**config.mk**
```make
export PLATFORM = sky130hd
export DESIGN_NAME = mem_ctrl_flat
export DESIGN_NICKNAME = d
export VERILOG_FILES = /design/src/rtl/mem_ctrl_pkg.sv /design/src/rtl/mem_ctrl_if.sv /design/src/rtl/mem_ctrl.sv /design/src/flat_wrapper.sv
export SDC_FILE = /design/constraint.sdc
export NUM_CORES = 1
export LEC_CHECK = 0
export CORE_MARGIN = 2
export CORE_UTILIZATION = 46
export DETAILED_ROUTE_END_ITERATION = 10
export GPL_ROUTABILITY_DRIVEN = 0
export PLACE_DENSITY_LB_ADDON = 0.05
export SETUP_SLACK_MARGIN = 0.2
export SYNTH_ARGS = -nofsm -noshare
export SYNTH_HDL_FRONTEND = slang
export SYNTH_SLANG_ARGS = --single-unit
```
**constraint.sdc**
```tcl
create_clock -name clk -period 2.15 [get_ports clk]
set_input_delay 0.215 -clock clk [delete_from_list [all_inputs] [get_ports clk]]
set_output_delay 0.215 -clock clk [all_outputs]
set_load 0.02 [all_outputs]
```
**src/rtl/mem_ctrl_pkg.sv**
```systemverilog
// Shared constants for the memory controller: ROB index width, FSM encoding,
// access-width decode and the IO-space address test.
package mem_ctrl_pkg;

    localparam int ROBBW = 4;

    typedef enum logic [2:0] {
        ST_IDLE  = 3'd0,
        ST_IF_RD = 3'd1,
        ST_LS_RD = 3'd2,
        ST_LS_WR = 3'd3,
        ST_DONE  = 3'd4
    } state_t;

    // addr[17:16] selects the UART-backed IO window
    localparam logic [1:0] IO_SPACE = 2'b11;

    function automatic logic [2:0] byte_count(input logic [1:0] width);
        case (width)
            2'b00:   return 3'd1;
            2'b01:   return 3'd2;
            default: return 3'd4;
        endcase
    endfunction

    function automatic logic is_io_space(input logic [1:0] seg);
        return seg == IO_SPACE;
    endfunction

endpackage

```
**src/rtl/mem_ctrl_if.sv**
```systemverilog
// Bus bundle between the fetch unit, the load/store buffer, the byte-wide RAM
// and the memory controller.
interface mem_ctrl_if;
    import mem_ctrl_pkg::*;

    logic             if_req_flag;
    logic [31:0]      if_req_addr;
    logic             if_done_flag;
    logic [31:0]      if_data;

    logic             lsb_req_flag;
    logic [1:0]       lsb_req_width;
    logic             lsb_req_type;
    logic [31:0]      lsb_req_addr;
    logic [31:0]      lsb_req_data;
    logic [ROBBW-1:0] lsb_req_rob_id;
    logic             lsb_done_flag;

    logic             ld_cdb_flag;
    logic [ROBBW-1:0] ld_cdb_rob_id;
    logic [31:0]      ld_cdb_val;

    logic [7:0]       mem_din;
    logic [7:0]       mem_dout;
    logic [31:0]      mem_a;
    logic             mem_wr;
    logic             io_buffer_full;

    modport slave (
        input  if_req_flag, if_req_addr,
        input  lsb_req_flag, lsb_req_width, lsb_req_type, lsb_req_addr, lsb_req_data, lsb_req_rob_id,
        input  mem_din, io_buffer_full,
        output if_done_flag, if_data, lsb_done_flag,
        output ld_cdb_flag, ld_cdb_rob_id, ld_cdb_val,
        output mem_dout, mem_a, mem_wr
    );

    modport master (
        output if_req_flag, if_req_addr,
        output lsb_req_flag, lsb_req_width, lsb_req_type, lsb_req_addr, lsb_req_data, lsb_req_rob_id,
        output mem_din, io_buffer_full,
        input  if_done_flag, if_data, lsb_done_flag,
        input  ld_cdb_flag, ld_cdb_rob_id, ld_cdb_val,
        input  mem_dout, mem_a, mem_wr
    );

endinterface

```
**src/rtl/mem_ctrl.sv**
```systemverilog
// Byte-serial memory controller arbitrating instruction fetch and LSB traffic
// onto a single 8-bit RAM port with one-cycle read latency.
module mem_ctrl
    import mem_ctrl_pkg::*;
(
    input  logic      clk,
    input  logic      rst,
    input  logic      rdy,
    input  logic      jump_wrong,
    mem_ctrl_if.slave bus
);

    state_t           r_state;
    logic [2:0]       r_cnt;
    logic [2:0]       r_len;
    logic [31:0]      r_mem_a;
    logic [7:0]       r_mem_dout;
    logic             r_mem_wr;
    logic [23:0]      r_wdata;
    logic             r_is_io;
    logic [31:0]      r_data;
    logic [ROBBW-1:0] r_rob_id;
    logic             r_last_lsb;
    logic             r_frozen;
    logic [7:0]       r_din_skid;
    logic             r_if_done;
    logic             r_lsb_done;
    logic             r_cdb_flag;
    logic [31:0]      r_if_data;
    logic [31:0]      r_cdb_val;
    logic [ROBBW-1:0] r_cdb_rob_id;

    logic             w_if_req;
    logic             w_lsb_req;
    logic             w_grant_lsb;
    logic             w_io_stall;
    logic [7:0]       w_byte;
    logic [2:0]       w_idx;
    logic [31:0]      w_asm;

    // a mispredict squashes speculative fetches and loads, never stores
    assign w_if_req    = bus.if_req_flag && !jump_wrong;
    assign w_lsb_req   = bus.lsb_req_flag && (!jump_wrong || bus.lsb_req_type);
    assign w_grant_lsb = w_lsb_req && (!w_if_req || !r_last_lsb);
    assign w_io_stall  = r_is_io && bus.io_buffer_full;

    // After a freeze the byte that was in flight sits in the skid register,
    // while mem_din already reflects the held address.
    assign w_byte = r_frozen ? r_din_skid : bus.mem_din;
    assign w_idx  = r_cnt - 3'd1;

    generate
        for (genvar gi = 0; gi < 4; gi++) begin : g_asm
            assign w_asm[8*gi +: 8] = (r_cnt != 3'd0 && w_idx == 3'(gi)) ? w_byte : r_data[8*gi +: 8];
        end
    endgenerate

    always_ff @(posedge clk) begin
        if (rst) begin
            r_state      <= ST_IDLE;
            r_cnt        <= 3'd0;
            r_len        <= 3'd0;
            r_mem_a      <= 32'd0;
            r_mem_dout   <= 8'd0;
            r_mem_wr     <= 1'b0;
            r_wdata      <= 24'd0;
            r_is_io      <= 1'b0;
            r_data       <= 32'd0;
            r_rob_id     <= '0;
            r_last_lsb   <= 1'b0;
            r_frozen     <= 1'b0;
            r_din_skid   <= 8'd0;
            r_if_done    <= 1'b0;
            r_lsb_done   <= 1'b0;
            r_cdb_flag   <= 1'b0;
            r_if_data    <= 32'd0;
            r_cdb_val    <= 32'd0;
            r_cdb_rob_id <= '0;
        end else if (!rdy) begin
            r_if_done  <= 1'b0;
            r_lsb_done <= 1'b0;
            r_cdb_flag <= 1'b0;
            if (!r_frozen)
                r_din_skid <= bus.mem_din;
            r_frozen <= 1'b1;
        end else begin
            r_frozen   <= 1'b0;
            r_if_done  <= 1'b0;
            r_lsb_done <= 1'b0;
            r_cdb_flag <= 1'b0;
            case (r_state)
                ST_IDLE: begin
                    if (w_if_req || w_lsb_req) begin
                        r_last_lsb <= w_grant_lsb;
                        r_cnt      <= 3'd0;
                        r_data     <= 32'd0;
                        if (w_grant_lsb) begin
                            r_mem_a  <= bus.lsb_req_addr;
                            r_len    <= byte_count(bus.lsb_req_width);
                            r_rob_id <= bus.lsb_req_rob_id;
                            r_is_io  <= is_io_space(bus.lsb_req_addr[17:16]);
                            if (bus.lsb_req_type) begin
                                r_state    <= ST_LS_WR;
                                r_mem_wr   <= 1'b1;
                                r_mem_dout <= bus.lsb_req_data[7:0];
                                r_wdata    <= bus.lsb_req_data[31:8];
                            end else begin
                                r_state <= ST_LS_RD;
                            end
                        end else begin
                            r_mem_a <= bus.if_req_addr;
                            r_len   <= 3'd4;
                            r_is_io <= 1'b0;
                            r_state <= ST_IF_RD;
                        end
                    end
                end
                ST_IF_RD, ST_LS_RD: begin
                    if (jump_wrong) begin
                        r_state <= ST_IDLE;
                    end else begin
                        r_data <= w_asm;
                        if (r_cnt == r_len) begin
                            r_state <= ST_DONE;
                            if (r_state == ST_IF_RD) begin
                                r_if_done <= 1'b1;
                                r_if_data <= w_asm;
                            end else begin
                                r_lsb_done   <= 1'b1;
                                r_cdb_flag   <= 1'b1;
                                r_cdb_val    <= w_asm;
                                r_cdb_rob_id <= r_rob_id;
                            end
                        end else begin
                            r_cnt   <= r_cnt + 3'd1;
                            r_mem_a <= r_mem_a + 32'd1;
                        end
                    end
                end
                ST_LS_WR: begin
                    if (!w_io_stall) begin
                        if (r_cnt == r_len - 3'd1) begin
                            r_mem_wr   <= 1'b0;
                            r_state    <= ST_DONE;
                            r_lsb_done <= 1'b1;
                        end else begin
                            r_cnt      <= r_cnt + 3'd1;
                            r_mem_a    <= r_mem_a + 32'd1;
                            r_mem_dout <= r_wdata[7:0];
                            r_wdata    <= {8'h00, r_wdata[23:8]};
                        end
                    end
                end
                ST_DONE: r_state <= ST_IDLE;
                default: r_state <= ST_IDLE;
            endcase
        end
    end

    assign bus.mem_a         = r_mem_a;
    assign bus.mem_dout      = r_mem_dout;
    assign bus.mem_wr        = r_mem_wr && rdy && !w_io_stall;
    assign bus.if_done_flag  = r_if_done;
    assign bus.if_data       = r_if_data;
    assign bus.lsb_done_flag = r_lsb_done;
    assign bus.ld_cdb_flag   = r_cdb_flag;
    assign bus.ld_cdb_val    = r_cdb_val;
    assign bus.ld_cdb_rob_id = r_cdb_rob_id;

endmodule
```
**src/flat_wrapper.sv**
```systemverilog
// flat-port wrapper written by rule: the top's interface ports become plain ports
module mem_ctrl_flat import mem_ctrl_pkg::*;
  (clk, rst, rdy, jump_wrong, bus_if_req_flag, bus_if_req_addr, bus_lsb_req_flag, bus_lsb_req_width, bus_lsb_req_type, bus_lsb_req_addr, bus_lsb_req_data, bus_lsb_req_rob_id, bus_mem_din, bus_io_buffer_full, bus_if_done_flag, bus_if_data, bus_lsb_done_flag, bus_ld_cdb_flag, bus_ld_cdb_rob_id, bus_ld_cdb_val, bus_mem_dout, bus_mem_a, bus_mem_wr);
  mem_ctrl_if bus_i ();
  input  logic clk;
  input  logic rst;
  input  logic rdy;
  input  logic jump_wrong;
  input wire logic [$bits(bus_i.if_req_flag)-1:0] bus_if_req_flag;
  input wire logic [$bits(bus_i.if_req_addr)-1:0] bus_if_req_addr;
  input wire logic [$bits(bus_i.lsb_req_flag)-1:0] bus_lsb_req_flag;
  input wire logic [$bits(bus_i.lsb_req_width)-1:0] bus_lsb_req_width;
  input wire logic [$bits(bus_i.lsb_req_type)-1:0] bus_lsb_req_type;
  input wire logic [$bits(bus_i.lsb_req_addr)-1:0] bus_lsb_req_addr;
  input wire logic [$bits(bus_i.lsb_req_data)-1:0] bus_lsb_req_data;
  input wire logic [$bits(bus_i.lsb_req_rob_id)-1:0] bus_lsb_req_rob_id;
  input wire logic [$bits(bus_i.mem_din)-1:0] bus_mem_din;
  input wire logic [$bits(bus_i.io_buffer_full)-1:0] bus_io_buffer_full;
  output wire logic [$bits(bus_i.if_done_flag)-1:0] bus_if_done_flag;
  output wire logic [$bits(bus_i.if_data)-1:0] bus_if_data;
  output wire logic [$bits(bus_i.lsb_done_flag)-1:0] bus_lsb_done_flag;
  output wire logic [$bits(bus_i.ld_cdb_flag)-1:0] bus_ld_cdb_flag;
  output wire logic [$bits(bus_i.ld_cdb_rob_id)-1:0] bus_ld_cdb_rob_id;
  output wire logic [$bits(bus_i.ld_cdb_val)-1:0] bus_ld_cdb_val;
  output wire logic [$bits(bus_i.mem_dout)-1:0] bus_mem_dout;
  output wire logic [$bits(bus_i.mem_a)-1:0] bus_mem_a;
  output wire logic [$bits(bus_i.mem_wr)-1:0] bus_mem_wr;
  assign bus_i.if_req_flag = bus_if_req_flag;
  assign bus_i.if_req_addr = bus_if_req_addr;
  assign bus_i.lsb_req_flag = bus_lsb_req_flag;
  assign bus_i.lsb_req_width = bus_lsb_req_width;
  assign bus_i.lsb_req_type = bus_lsb_req_type;
  assign bus_i.lsb_req_addr = bus_lsb_req_addr;
  assign bus_i.lsb_req_data = bus_lsb_req_data;
  assign bus_i.lsb_req_rob_id = bus_lsb_req_rob_id;
  assign bus_i.mem_din = bus_mem_din;
  assign bus_i.io_buffer_full = bus_io_buffer_full;
  assign bus_if_done_flag = bus_i.if_done_flag;
  assign bus_if_data = bus_i.if_data;
  assign bus_lsb_done_flag = bus_i.lsb_done_flag;
  assign bus_ld_cdb_flag = bus_i.ld_cdb_flag;
  assign bus_ld_cdb_rob_id = bus_i.ld_cdb_rob_id;
  assign bus_ld_cdb_val = bus_i.ld_cdb_val;
  assign bus_mem_dout = bus_i.mem_dout;
  assign bus_mem_a = bus_i.mem_a;
  assign bus_mem_wr = bus_i.mem_wr;
  mem_ctrl u_core (.clk(clk), .rst(rst), .rdy(rdy), .jump_wrong(jump_wrong), .bus(bus_i));
endmodule
```
==> impl_metrics.csv <==
group,metric,value,unit
status,status,"finished, final reports clean",
global_routing,gr-total-overflow,0,
global_routing,grt_pass1_vias,9743,
sta,max_slew_margin,0.597,
clock_network,cts_inserted_buffers,17,
yosys,synth-async-reset-ratio,0,
yosys,synthTopCellsByArea,"dfxtp_1 (40%), nand2_1 (10%), a21oi_1 (10%), mux2_2 (4.3%), o31ai_1 (3.2%)",
power_and_ir_drop,power.switching,2740,uW
yosys,yosysTopAreaCell,"dfxtp_1",
hold_path,hold_class,"input pin to flop",
die,num_rows,52,
critical_path,cp-start-kind,"flop",
power_and_ir_drop,power.density,628,nW/um^2
sta,maxSlewViolCount,0,
yosys,synth_edf_count,0,
power_and_ir_drop,swShare,0.309,
detailed_routing,avgRoutedWirePerCell,18.6,um
global_routing,grt_max_degree,81,
clock_network,cts_max_level,4,
critical_path,cp_max_fo,8,
power_and_ir_drop,intPower,6130,uW
global_routing,grt_pass1_wl,50.8,mm
critical_path,endpoint,"u_core.bus.if_data[31]",
yosys,synth_nets,1352,
clock_network,holdBufCountCts,0,
clock_network,clkLatencyLatePin,450,ps
sta,hold_viol,0,
power_and_ir_drop,comb_power_share,0.215,
yosys,avgSynthCellArea,7.85,um^2
die,core-area,20400,um^2
detailed_routing,wl,32.9,mm
sta,rsz0062_at_grt,"true",
power_and_ir_drop,clkPwrFrac,0.354,
sta,setup_viol,0,
die,die_h,149,um
sta,clock_skew,13.3,ps
critical_path,endpoint_kind,"flop",
power_and_ir_drop,seq_power_share,0.430,
detailed_routing,drt_iter0_drc,953,
detailed_routing,drcViolationCount,0,
yosys,synth_cell_types,65,
critical_path,timing.rr.end,"u_core.bus.if_data[31]",
placed_design,dp_hpwl,21.3,mm
global_routing,antenna_found_initial,0,
critical_path,worstSetupPathType,"flop to flop",
detailed_routing,first_pass_iters,5,
clock_network,clk_pin_slew,70,ps
critical_path,reg2reg_from,"u_core.r_len[0]",
yosys,synth_top_area_share,0.399,
sta,worst_pin_slew,605,ps
yosys,ys_seq_elements,192,
power_and_ir_drop,ir_drop,0.570,mV
die,start_util,0.473,
clock_network,clk_path_buf_depth,2,
yosys,syn_inst,1226,
power_and_ir_drop,finalPower,8870,uW
detailed_routing,vias,10400,
clock_network,cts-root-buf,"clkbuf_16",
sta,layout_min_cycle_time,2000,ps
cells_and_area,final_util,0.694,
die,chipWidth,149,um
die,dieArea,22100,um^2
critical_path,cp.required,2530,ps
power_and_ir_drop,p_leak,0.00495,uW
clock_network,cts.sinks,192,
sta,period_share,0.928,
clock_network,cts_tree,"built",
sta,fmax,0.501,GHz
global_routing,track_usage,0.286,
cells_and_area,fin_nets,1610,
placed_design,port_buffers,229,
yosys,synthFlopType,"dfxtp_1",
cells_and_area,num_antenna_cells,0,
yosys,yosys_warnings,0,
yosys,seq_area_frac_synth,0.399,
critical_path,r2r_cells,9,
critical_path,crit_arrival,2370,ps
cells_and_area,area_growth,46.7,%
yosys,syn_area,9630,um^2
die,pin_count,230,
detailed_routing,via_per_inst,5.89,
detailed_routing,antenna_left,0,
critical_path,rrSetupSlack,150,ps
run,drv_cap,0,
sta,setup_tns,0,ps
critical_path,critPathLaunch,"u_core.r_len[0]",
cells_and_area,drive_gt1_frac,0.190,
registers in the layout, indices dropped and copies added, names as in the netlist, 4 cells and up:
register	flops
u_core.bus.mem_a	32
u_core.bus.ld_cdb_rob_id	4
u_core.r_wdata	24
u_core.r_data	32
u_core.bus.if_data	32
u_core.r_rob_id	4
u_core.r_din_skid	8
u_core.bus.ld_cdb_val	32
u_core.bus.mem_dout	8
placed cells by master (no fill, tap or decap), drive strengths merged, types with 5 or more instances in the layout:
cell | Yosys | routed
xnor2 | 5 | 5
o21a | 7 | 7
dfxtp | 192 | 192
a311oi | 24 | 24
mux2 | 37 | 37
and3 | 11 | 11
o31ai | 41 | 41
o21ai | 44 | 44
nand2 | 262 | 262
clkbuf | 77 | 21
clkdlybuf4s50 | 0 | 227
nor2 | 25 | 25
a211oi | 10 | 10
a21oi | 192 | 192
ha | 8 | 8
buf | 38 | 123
nand4 | 34 | 34
nor4 | 15 | 15
and4 | 6 | 6
mux2i | 15 | 15
inv | 18 | 24
nand3 | 58 | 58
o211ai | 22 | 22
a41oi | 6 | 6
and2 | 5 | 5
clkinv | 1 | 9
nor3 | 12 | 12
a31oi | 11 | 11
routing by layer:
metal  vias up  routed length, um  global-route usage  part of all wire
met5         -                  0                   0                 0
met4         0               1040               0.116             0.032
met3        76               2390              0.0491             0.073
met2       472              15700               0.472              0.48
met1      4911              13700               0.371              0.42
li1       4946                  -                   -                 -
worst min-delay path by stage:
stage | depth (start not counted) | from | to
detailed placement | 2 | u_core.r_data[7] | u_core.r_data[7]
CTS | 2 | rst | u_core.r_last_lsb
floorplan | 2 | bus_lsb_req_rob_id[0] | u_core.r_rob_id[0]
finish | 2 | rst | u_core.bus.ld_cdb_val[14]
global route | 2 | rst | u_core.bus.ld_cdb_rob_id[3]
global placement | 2 | u_core.r_data[10] | u_core.r_data[10]
layout make-up:
| cell class | count | area, um^2 |
|---|---|---|
| Clock buffer | 18 | 429 |
| Clock inverter | 14 | 151 |
| Fill cell | 1691 | 6240 |
| Inverter | 19 | 71.3 |
| Multi-Input combinational cell | 900 | 5640 |
| Sequential cell | 192 | 3870 |
| Tap cell | 270 | 338 |
| Timing Repair Buffer | 354 | 3630 |
cell usage after synthesis, types with 3 or more instances:
library cell / n
mux2i_1: 15
dfxtp_1: 192
nor2_1: 23
a311oi_1: 23
nand3b_1: 4
buf_6: 3
nand3_1: 58
o31a_1: 3
o21ai_0: 41
mux2_2: 37
nand2_1: 262
nor3_1: 10
nand4_1: 34
o211ai_1: 21
nand2b_1: 3
or3_1: 4
buf_2: 30
a41oi_1: 6
and4_1: 6
o21a_1: 7
xnor2_1: 5
ha_1: 8
inv_1: 18
buf_4: 3
and2_1: 5
o32ai_1: 4
o211a_1: 3
a31oi_1: 11
o31ai_1: 41
a211oi_1: 9
o21bai_1: 3
and3_1: 11
clkbuf_1: 77
a21oi_1: 192
nor4_1: 12
or4_1: 3
through the flow:
step	std cells	cell area (um^2)	hold WS (ps)	setup slack [ps]
global placement	1705	12800	435	6.83
global route	1767	14100	181	80.0
floorplan	1226	9660	351	198
finish	1767	14100	163	154
detailed placement	1705	12800	441	-66.6
CTS	1748	13600	158	155
what timing repair did:
action | CTS | global route
pin swaps | 20 | 29
setup endpoints to repair | 140 | 150
gates cloned | 2 | 4
setup buffers | 9 | 15
resized for setup | 22 | 88
cell families (layout without fill, tap and decap cells):
group                      after synthesis  in the layout  share of synthesized area
DFF                                    192            192                      0.399
and+or+nand+nor                        452            452                      0.219
buffers and inverters                  134            405                     0.0596
xor gates and xnor gates                 6              6                    0.00715
adders and majority gates                9              9                     0.0114
muxes                                   52             52                     0.0589
AOI/OAI and AO/OA                      381            381                      0.244
worst max-delay path, cell delays in order (launching register included):
cell and delay (ps):
dfxtp_4 350, buf_6 120, xnor2_4 210, nand4_1 200
buf_6 190, nor4b_4 290, buf_6 180, clkbuf_16 180
nand2_2 50, a21oi_2 140
power by group through the flow:
stage / Sequential [uW] / Clock [uW] / Combinational [uW]
3_5_place_dp: 3890 / 0 / 1730
6_report: 3820 / 3140 / 1910
2_1_floorplan: 3950 / 0 / 818
3_3_place_gp: 3880 / 0 / 1720
4_1_cts: 3800 / 3170 / 1740
5_1_grt: 3830 / 3320 / 2030
No activity file was read; power rests on OpenSTA's default activity.
